==> src/rtl/pipe_pkg.sv <==
// Shared pipeline-register definitions: occupancy encodings, slot states, NOP
// payload and the per-boundary payload structs that size each stage register.
package pipe_pkg;

   localparam logic [1:0] OCC_EMPTY = 2'd0;
   localparam logic [1:0] OCC_ONE   = 2'd1;
   localparam logic [1:0] OCC_FULL  = 2'd2;

   typedef enum logic [1:0] {
      ST_EMPTY = OCC_EMPTY,
      ST_ONE   = OCC_ONE,
      ST_FULL  = OCC_FULL
   } slot_state_e;

   // sll $0,$0,0 encodes as all zeros, so a zeroed payload is a NOP
   localparam logic [31:0] NOP_INSTR = 32'h0000_0000;

   typedef struct packed {
      logic [31:0] pc_plus4;
      logic [31:0] instr;
   } if_id_t;

   typedef struct packed {
      logic [3:0]  alu_op;
      logic        alu_src;
      logic        reg_dst;
      logic        mem_rd;
      logic        mem_wr;
      logic        mem_to_reg;
      logic        reg_wr;
      logic [31:0] pc_plus4;
      logic [31:0] rs_val;
      logic [31:0] rt_val;
      logic [31:0] imm;
      logic [4:0]  rt;
      logic [4:0]  rd;
   } id_ex_t;

   typedef struct packed {
      logic        mem_rd;
      logic        mem_wr;
      logic        mem_to_reg;
      logic        reg_wr;
      logic [31:0] alu_res;
      logic [31:0] st_data;
      logic [4:0]  wr_reg;
   } ex_mem_t;

   typedef struct packed {
      logic        mem_to_reg;
      logic        reg_wr;
      logic [31:0] rd_data;
      logic [31:0] alu_res;
      logic [4:0]  wr_reg;
   } mem_wb_t;

   localparam int IF_ID_W  = $bits(if_id_t);
   localparam int ID_EX_W  = $bits(id_ex_t);
   localparam int EX_MEM_W = $bits(ex_mem_t);
   localparam int MEM_WB_W = $bits(mem_wb_t);

   function automatic logic [1:0] occ_of(slot_state_e s);
      case (s)
         ST_ONE:  return OCC_ONE;
         ST_FULL: return OCC_FULL;
         default: return OCC_EMPTY;
      endcase
   endfunction

endpackage

==> src/rtl/pipe_stage_reg_if.sv <==
// Handshake bundle of one pipeline stage boundary: upstream valid/ready/data,
// downstream valid/ready/data, global hold/flush and occupancy status.
interface pipe_stage_reg_if #(
   parameter int DATA_W = 32
);

   logic              hold;
   logic              flush;
   logic              in_valid;
   logic              in_ready;
   logic [DATA_W-1:0] in_data;
   logic              out_valid;
   logic              out_ready;
   logic [DATA_W-1:0] out_data;
   logic [1:0]        occupancy;

   modport master (
      output hold, flush, in_valid, in_data, out_ready,
      input  in_ready, out_valid, out_data, occupancy
   );

   modport slave (
      input  hold, flush, in_valid, in_data, out_ready,
      output in_ready, out_valid, out_data, occupancy
   );

endinterface

==> src/rtl/pipe_slot.sv <==
// One payload register plus valid bit, updated on the falling clock edge.
// Clear wins over load; zero_i selects whether a clear also zeroes the data.
module pipe_slot #(
   parameter int DATA_W = 32
) (
   input  logic              clk,
   input  logic              rst,
   input  logic              load_i,
   input  logic              unload_i,
   input  logic              clear_i,
   input  logic              zero_i,
   input  logic [DATA_W-1:0] data_i,
   output logic              valid_o,
   output logic [DATA_W-1:0] data_o
);

   logic              valid_d, valid_q;
   logic [DATA_W-1:0] data_d, data_q;

   always_comb begin
      valid_d = valid_q;
      data_d  = data_q;
      if (clear_i) begin
         valid_d = 1'b0;
         if (zero_i) data_d = '0;
      end else if (load_i) begin
         valid_d = 1'b1;
         data_d  = data_i;
      end else if (unload_i) begin
         valid_d = 1'b0;
      end
   end

   always_ff @(negedge clk or posedge rst) begin
      if (rst) begin
         valid_q <= 1'b0;
         data_q  <= '0;
      end else begin
         valid_q <= valid_d;
         data_q  <= data_d;
      end
   end

   assign valid_o = valid_q;
   assign data_o  = data_q;

endmodule

==> src/rtl/pipe_stage_reg.sv <==
// Elastic pipeline register with hold, flush and valid/ready handshake.
// Define PIPE_STAGE_REG_SKID_EN for the two-slot skid build with registered in_ready.
//
// state    | meaning
// ST_EMPTY | no slot holds a beat
// ST_ONE   | main slot holds a beat, skid empty
// ST_FULL  | main and skid both hold beats, input blocked
module pipe_stage_reg
   import pipe_pkg::*;
#(
   parameter int DATA_W         = 32,
   parameter bit CLEAR_ON_FLUSH = 1'b1
) (
   input logic              clk,
   input logic              rst,
   pipe_stage_reg_if.slave  bus
);

   logic              in_ready_w;
   logic              out_valid_w;
   logic              in_xfer;
   logic              out_xfer;
   logic              main_load;
   logic              main_unload;
   logic              main_valid;
   logic [DATA_W-1:0] main_din;
   logic [DATA_W-1:0] main_data;

   assign out_valid_w = main_valid & ~bus.hold;
   assign in_xfer     = bus.in_valid & in_ready_w & ~bus.flush;
   assign out_xfer    = out_valid_w & bus.out_ready;

   pipe_slot #(.DATA_W(DATA_W)) u_main (
      .clk      (clk),
      .rst      (rst),
      .load_i   (main_load),
      .unload_i (main_unload),
      .clear_i  (bus.flush),
      .zero_i   (CLEAR_ON_FLUSH),
      .data_i   (main_din),
      .valid_o  (main_valid),
      .data_o   (main_data)
   );

`ifdef PIPE_STAGE_REG_SKID_EN

   slot_state_e       state_d, state_q;
   logic              rdy_q;
   logic              main_sel_skid;
   logic              skid_load;
   logic              skid_unload;
   logic              skid_valid;
   logic [DATA_W-1:0] skid_data;

   pipe_slot #(.DATA_W(DATA_W)) u_skid (
      .clk      (clk),
      .rst      (rst),
      .load_i   (skid_load),
      .unload_i (skid_unload),
      .clear_i  (bus.flush),
      .zero_i   (CLEAR_ON_FLUSH),
      .data_i   (bus.in_data),
      .valid_o  (skid_valid),
      .data_o   (skid_data)
   );

   // skid_valid mirrors ST_FULL; the state register is the authority
   logic unused_skid_valid;
   assign unused_skid_valid = skid_valid;

   always_comb begin
      state_d       = state_q;
      main_load     = 1'b0;
      main_unload   = 1'b0;
      main_sel_skid = 1'b0;
      skid_load     = 1'b0;
      skid_unload   = 1'b0;
      if (bus.flush) begin
         state_d = ST_EMPTY;
      end else begin
         unique case (state_q)
            ST_EMPTY: begin
               if (in_xfer) begin
                  state_d   = ST_ONE;
                  main_load = 1'b1;
               end
            end
            ST_ONE: begin
               if (in_xfer && out_xfer) begin
                  main_load = 1'b1;
               end else if (in_xfer) begin
                  state_d   = ST_FULL;
                  skid_load = 1'b1;
               end else if (out_xfer) begin
                  state_d     = ST_EMPTY;
                  main_unload = 1'b1;
               end
            end
            ST_FULL: begin
               if (out_xfer) begin
                  state_d       = ST_ONE;
                  main_load     = 1'b1;
                  main_sel_skid = 1'b1;
                  skid_unload   = 1'b1;
               end
            end
            default: state_d = ST_EMPTY;
         endcase
      end
   end

   always_ff @(negedge clk or posedge rst) begin
      if (rst) begin
         state_q <= ST_EMPTY;
         rdy_q   <= 1'b0;
      end else begin
         state_q <= state_d;
         rdy_q   <= (state_d != ST_FULL);
      end
   end

   assign main_din      = main_sel_skid ? skid_data : bus.in_data;
   assign in_ready_w    = rdy_q & ~bus.hold;
   assign bus.occupancy = occ_of(state_q);

`else

   logic live_q;

   // keeps in_ready low until the first edge after reset release
   always_ff @(negedge clk or posedge rst) begin
      if (rst) live_q <= 1'b0;
      else     live_q <= 1'b1;
   end

   assign main_load     = in_xfer;
   assign main_unload   = out_xfer & ~in_xfer;
   assign main_din      = bus.in_data;
   assign in_ready_w    = live_q & (~main_valid | bus.out_ready) & ~bus.hold;
   assign bus.occupancy = main_valid ? OCC_ONE : OCC_EMPTY;

`endif

   assign bus.in_ready  = in_ready_w;
   assign bus.out_valid = out_valid_w;
   assign bus.out_data  = main_data;

endmodule

==> src/flat_wrapper.sv <==
// flat-port wrapper written by rule: the top's interface ports become plain ports
module pipe_stage_reg_flat import pipe_pkg::*;
#(
   parameter int DATA_W         = 32,
   parameter bit CLEAR_ON_FLUSH = 1'b1
)
  (clk, rst, bus_hold, bus_flush, bus_in_valid, bus_in_data, bus_out_ready, bus_in_ready, bus_out_valid, bus_out_data, bus_occupancy);
  pipe_stage_reg_if #(.DATA_W(DATA_W)) bus_i ();
  input logic clk;
  input logic rst;
  input wire logic [$bits(bus_i.hold)-1:0] bus_hold;
  input wire logic [$bits(bus_i.flush)-1:0] bus_flush;
  input wire logic [$bits(bus_i.in_valid)-1:0] bus_in_valid;
  input wire logic [$bits(bus_i.in_data)-1:0] bus_in_data;
  input wire logic [$bits(bus_i.out_ready)-1:0] bus_out_ready;
  output wire logic [$bits(bus_i.in_ready)-1:0] bus_in_ready;
  output wire logic [$bits(bus_i.out_valid)-1:0] bus_out_valid;
  output wire logic [$bits(bus_i.out_data)-1:0] bus_out_data;
  output wire logic [$bits(bus_i.occupancy)-1:0] bus_occupancy;
  assign bus_i.hold = bus_hold;
  assign bus_i.flush = bus_flush;
  assign bus_i.in_valid = bus_in_valid;
  assign bus_i.in_data = bus_in_data;
  assign bus_i.out_ready = bus_out_ready;
  assign bus_in_ready = bus_i.in_ready;
  assign bus_out_valid = bus_i.out_valid;
  assign bus_out_data = bus_i.out_data;
  assign bus_occupancy = bus_i.occupancy;
  pipe_stage_reg #(.DATA_W(DATA_W), .CLEAR_ON_FLUSH(CLEAR_ON_FLUSH)) u_core (.clk(clk), .rst(rst), .bus(bus_i));
endmodule
==> config.mk <==
export PLATFORM = sky130hd
export DESIGN_NAME = pipe_stage_reg_flat
export DESIGN_NICKNAME = d
export VERILOG_FILES = /design/src/rtl/pipe_pkg.sv /design/src/rtl/pipe_stage_reg_if.sv /design/src/rtl/pipe_slot.sv /design/src/rtl/pipe_stage_reg.sv /design/src/flat_wrapper.sv
export SDC_FILE = /design/constraint.sdc
export NUM_CORES = 1
export LEC_CHECK = 0
export ABC_CLOCK_PERIOD_IN_PS = 1540
export CAP_MARGIN = 25
export CORE_UTILIZATION = 30
export CTS_CLUSTER_DIAMETER = 150
export DETAILED_ROUTE_END_ITERATION = 12
export PLACE_DENSITY = 0.72
export RECOVER_POWER = 50
export SETUP_SLACK_MARGIN = 0.15
export SYNTH_ARGS = -nofsm -noshare
export SYNTH_HDL_FRONTEND = slang
export SYNTH_SLANG_ARGS = --single-unit
==> constraint.sdc <==
create_clock -name clk -period 1.54 [get_ports clk]
set_input_delay 0.231 -clock clk [delete_from_list [all_inputs] [get_ports clk]]
set_output_delay 0.231 -clock clk [all_outputs]
set_load 0.01 [all_outputs]
==> out/qor.txt <==
Synthesized cell area = 1345 sq um
DR pass1 iterations = 4
Area post-placement = 2197 sq um
Final Hold Fails = 0
CP Data Arrival Time = 1.83 ns
Kind of critical path = flop to output pin
Area grow syn2layout = 80.84%
Final number of setup-violating endpoints = 68
Setup tns final = -25.42 ns
Required time of the critical path = 1.31 ns
Initial DRC Count = 45
Total GRT Usage = 17.35%
Yosys cell types = 15
Worst hold path type = flop to flop
Top post-synthesis cells by area = dfrtn_1, a22o_2, a22o_1
Final GP Congestion = 0.7072
Most common library cells after synthesis = dfrtn_1, a22o_2, a22o_1, buf_6, inv_1
Post-synth top area share = 63.26%
Routed vias = 1167
RSZ-0062 raised after global routing = true
Initial Util = 32.46%
Post-synth top flop = dfrtn_1
Nets = 235
Routed len/inst = 16.71 um
Pwr dens = 782.7 nW/um^2
Area of the core = 4144 sq um
PnR worst setup slack = -0.5200 ns
Max Slew Vio Count = 0
CTS root buffer = clkbuf_8
Htree depth = 2
CTS tree = done
Failing checks = negative setup slack
Clk slew on worst S/H paths = 0.04 ns
Number of buffers created by CTS = 5
Complex-gate fraction of the synthesized area = 24.56%
Top cell type by total area after synthesis = dfrtn_1
Syn Area/Cell = 15.46 sq um
MaxCap Viol Count = 0
Hold_buf cts = 0
Share of cells above drive strength 1 = 55.61%
Post-Route WL = 4110 um
Max rail drop VDD = 0.4012 mV
Post-synth EDFFs = 0
Clk_lat worst skew = 0.29 ns
Post-synthesis simple-gate area fraction = 4.651%
Die W = 68.96 um
Async set or reset register ratio after synthesis = 100.0%
Gr ovfl total = 0
Syn_nets = 125
Synthesized instance count = 87
Clk sinks = 34
CP endpoint kind = output pin
Number of global-route vias before repair = 1169
Leakage = 1.316 nW
Clock tree buffer depth = 2
Die extent in y = 68.96 um
Dpl ws = -1.014 ns
Post-Synth Adder-Cell Area = 0%
Fin area = 2432 sq um
Post-synthesis mux area share = 0%
DIE AREA = 4755 sq um
Largest family of logic cells by synthesized area = compound AO/OA/AOI/OAI gates
Synth Warn # = 0
First-pass GRT wire length = 5733 um
Most numerous cell in the Yosys netlist = dfrtn_1
Post-layout util = 58.70%
Initial antenna violation count = 0
Worst-path maximum fanout = 4
Via density = 4.744
Synthesis-stage register bit count = 34
# fillers = 355
Crit start category = flop
Buffers added on ports = 72
Total power = 1.904 mW
Io pins = 74
Antenna-violating nets left = 0
Hpwl dp = 2413 um
Row cnt = 23
Largest net degree at the start of global routing = 22
Antenna diodes = 0
Clock skew = 0.004486 ns
Seq/Total Area, Yosys = 63.26%
Post-synthesis xor/xnor area fraction = 0%
Post-route DRC = 0
Status = complete, but fails checks
-- power by group --
group | internal (mW) | switching, mW | total (mW)
clock network | 0.344 | 0.278 | 0.622
logic | 0.199 | 0.133 | 0.332
registers | 0.931 | 0.0189 | 0.950
total | 1.47 | 0.430 | 1.90
-- kinds of logic (layout without fill, tap and decap cells) --
| family | after synthesis | in the layout |
|---|---|---|
| other cells | 2 | 2 |
| flops | 34 | 34 |
| simple gates | 6 | 6 |
| compound gates | 34 | 37 |
| buf+inv | 11 | 117 |
-- registers in the layout, indices dropped and copies added, names as in the netlist --
signal                 cells
u_core.u_main.valid_o      1
u_core.u_main.data_o      32
u_core.live_q              1
-- path summary, 6_finish.rpt --
check	startpoint	to	slack [ns]	cells past startpoint
worst max register to register	u_core.u_main.valid_o$_DFFE_NP0P_	u_core.u_main.data_o[14]$_DFFE_NP0P_	-0.05	7
min in group asynchronous	rst	u_core.u_main.data_o[2]$_DFFE_NP0P_	1.15	3
worst min register to register	u_core.u_main.data_o[17]$_DFFE_NP0P_	u_core.u_main.data_o[17]$_DFFE_NP0P_	0.44	1
worst max-delay path	u_core.u_main.valid_o$_DFFE_NP0P_	bus_in_ready	-0.52	3
max in group asynchronous	rst	u_core.u_main.data_o[20]$_DFFE_NP0P_	0.11	3
worst min-delay path	u_core.u_main.data_o[17]$_DFFE_NP0P_	u_core.u_main.data_o[17]$_DFFE_NP0P_	0.44	1
-- layer usage --
layer	routed length, um	global-route usage [%]
met1	1667	20.78
met2	2150	29.73
met3	239	3.947
met4	53	7.143
met5	0	0
-- layout by cell type, fill, tap and decap left out, drive strengths merged --
cell type / netlist / routed
buf: 8 / 69
dfrtn: 34 / 34
clkdlybuf4s50: 0 / 32
a22o: 32 / 32
clkbuf: 0 / 10
o31a: 1 / 4
conb: 2 / 2
dlygate4sd2: 0 / 2
inv: 3 / 2
nand2b: 2 / 2
and2b: 2 / 2
nor4: 1 / 1
nor2: 1 / 1
clkinvlp: 0 / 1
a31o: 1 / 1
dlygate4sd3: 0 / 1
-- worst max-delay path, stage by stage (launching register included) --
cell,delay [ns]
dfrtn_1,0.45
and2b_4,0.17
nor2_1,0.03
buf_2,0.13
-- area by class of cell --
| type | instances | area [sq um] | share of cell area (%) |
|---|---|---|---|
| Inverter | 3 | 15.01 | 0.6173 |
| Clock buffer | 6 | 82.58 | 3.395 |
| Multi-Input combinational cell | 45 | 520.5 | 21.40 |
| Timing Repair Buffer | 108 | 900.9 | 37.04 |
| Sequential cell | 34 | 850.8 | 34.98 |
| Tap cell | 50 | 62.56 | 2.572 |
-- repair_timing --
item,4_1_cts,5_1_grt
gates cloned,3,2
pin swaps,5,15
gates resized for setup,161,12
setup buffers,9,12
endpoints found under the setup margin,68,68
-- metrics by stage --
| stage | cells | hold slack, ns |
|---|---|---|
| after CTS | 232 | 0.4480 |
| after global routing | 246 | 0.4643 |
| after global placement | 214 | 0.4463 |
| after floorplan | 87 | 0.4897 |
| after detailed placement | 214 | 0.4409 |
| final | 246 | 0.4433 |
(Power assumes the default switching activity.)
==> variant (same settings) <==
`CLEAR_ON_FLUSH` is set to 1'b1 in 2 places; all go to 1'b0.
--- a/src/rtl/pipe_stage_reg.sv
+++ b/src/rtl/pipe_stage_reg.sv
@@ -11,3 +11,3 @@
    parameter int DATA_W         = 32,
-   parameter bit CLEAR_ON_FLUSH = 1'b1
+   parameter bit CLEAR_ON_FLUSH = 1'b0
 ) (
--- a/src/flat_wrapper.sv
+++ b/src/flat_wrapper.sv
@@ -4,3 +4,3 @@
    parameter int DATA_W         = 32,
-   parameter bit CLEAR_ON_FLUSH = 1'b1
+   parameter bit CLEAR_ON_FLUSH = 1'b0
 )
Behaviour: not the same (Yosys sat finds a counterexample within 4 cycles, from zero or initial values and one cycle with rst high).
==> variant against the unedited design <==
The flow still finishes with violations (negative setup slack). Routed wire length down 4.5%. Setup slack worse by 0.11 ns. Via count down 3.9%. Sequential share of layout area down 3.1 points. Core utilization up 6.2 points. Final area up 9.8%. Synthesized area down 1.2%. Sequential cell count unchanged. Highest routed layer unchanged.
Power is not compared: it rests on default switching activity, and its combinational part moved more than twofold at a synthesized area within 25%.
==> variant: results (changes against the unedited design) <==
final_layout:
  n_antenna_cell: 0  # unchanged
  drive_above_1_share_pct: 64.5  # +8.9 points
  nets: 237  # +0.85%
  nFillCells: 312  # -12%
  largest_register_ffs: 32  # unchanged
hold_path:
  hp-class: "register to register"
pwr:
  peakVddDrop_mv: 0.747
  leakage_nw: 1.30
placement:
  placed_area_mm2: 0.00223  # +1.6%
  place_ws_ns: -1.21  # -0.196 ns
  io_buffers: 72  # unchanged
  dpl.cell_count: 208  # -2.8%
  gp_congestion: 0.730  # +3.2%
  hpwl_um: 2480  # +2.8%
timing:
  tns_ns: -30.28  # -4.86 ns
  setup_slack_ns: -0.635  # -0.115 ns
  setup_viol: 68  # unchanged
  fin_skew_ns: 0.00460  # +0.000113 ns
drt:
  wl_met2_um: 2210  # +2.8%
  via_per_inst: 4.49  # -5.4%
  dr.first_iter.drc_count: 11  # -76%
  dr_wl_met3_um: 205  # -14%
  top_layer_used: "met4"
  finalWirelength_um: 3930  # -4.5%
  routedLengthMet1_um: 1440  # -13%
  via_count: 1122  # -3.9%
  drtPass1Iterations: 3  # -1
global_routing:
  grt_pass1_wl_um: 5540  # -3.4%
  grt_util_met3_pct: 4.11  # +0.16 points
  antenna_found_initial: 0  # unchanged
  grt_max_degree: 23  # +4.5%
  met1_usage_pct: 18.0  # -2.8 points
  grt_util_all_layers_pct: 17.0  # -0.40 points
  top_usage_layer: "met2"
  use_met2_pct: 31.6  # +1.9 points
logic_synthesis:
  synth_nets: 120  # -4.0%
  synth-main-ff-cell: "dfrtn_1"
  synth_cell_type_count: 11  # -4
  synthTopCellsByCount: "dfrtn_1 (34), mux2_1 (29), buf_4 (5), mux2_2 (3)"
  ys_seq_area_share_pct: 64.0  # +0.77 points
  synth.yosys.warnings: 0  # unchanged
  synth_area_leaders: "dfrtn_1 (64%), mux2_1 (25%), buf_4 (2.8%)"
  synthCells: 82  # -5.7%
  synthArstFlopShare_pct: 100  # unchanged
floorplanning:
  rows: 23  # unchanged
cts:
  ctsLongestPathBuffers: 2  # unchanged
  cts_setup_buffers: 16  # +7
  cts_buffers: 5  # unchanged
  clk_latency_ns: 0.29  # about the same
  clk_pin_slew_ns: 0.05
  clk_root_buffer_cell: "clkbuf_8"
  ctsResizeCount: 202  # +25%
  h-tree-depth: 2  # unchanged
status:
  violations: "negative setup slack"
  status: "complete, but fails checks"
critical_path:
  critPathMaxFanout: 2  # -2
  worstPathArrival_ns: 1.94  # +0.11 ns
==> variant: changes by cell type in the layout (fill, tap and decap cells not counted), moves of 4 or more <==
cell / change
a22o_2: -10
buf_6: +7
a22o_1: -13
o31a_4: -4
a22o_4: -9
mux2_4: +32
==> variant: kinds of logic after synthesis <==
logic type / synth area share, %
compound gates: 0.659
flops: 64.0
other cells: 0.565
simple gates: 4.24
buf+inv: 3.39
mux: 27.1
==> variant: cell type report <==
class                      instances  area, µm²  area share [%]
clock inverter                     3       40.0            1.50
multi-input combinational         41        589            22.1
sequential                        34        851            31.9
tap                               50       62.6            2.34
clock buffer                       5       68.8            2.58
timing repair buffer             115       1050            39.3
inverter                           2       8.76           0.328
==> variant: report_power, final <==
part | leakage (nW) | switching, W | internal (W)
Sequential | 0.409 | 0.000111 | 0.00111
Clock | 0.0579 | 0.000321 | 0.000476
Combinational | 0.831 | 0.000342 | 0.000696
==> variant: worst paths after layout <==
kind	startpoint	endpoint	slack [ns]	cells past startpoint
hold reg to reg	u_core.u_main.data_o[18]$_DFFE_NP0P_	u_core.u_main.data_o[18]$_DFFE_NP0P_	0.46	1
hold / removal	u_core.u_main.data_o[18]$_DFFE_NP0P_	u_core.u_main.data_o[18]$_DFFE_NP0P_	0.46	1
max in group asynchronous	rst	u_core.u_main.data_o[14]$_DFFE_NP0P_	0.09	3
min in group asynchronous	rst	u_core.u_main.valid_o$_DFFE_NP0P_	1.16	3
setup / recovery	u_core.u_main.valid_o$_DFFE_NP0P_	bus_in_ready	-0.63	4
setup reg to reg	u_core.u_main.valid_o$_DFFE_NP0P_	u_core.u_main.data_o[12]$_DFFE_NP0P_	-0.28	8
==> variant: worst max-delay path: stages (launching register included) <==
cell	delay (ns)
dfrtn_1	0.36
nor2b_4	0.14
buf_6	0.11
nor3b_2	0.13
buf_2	0.15
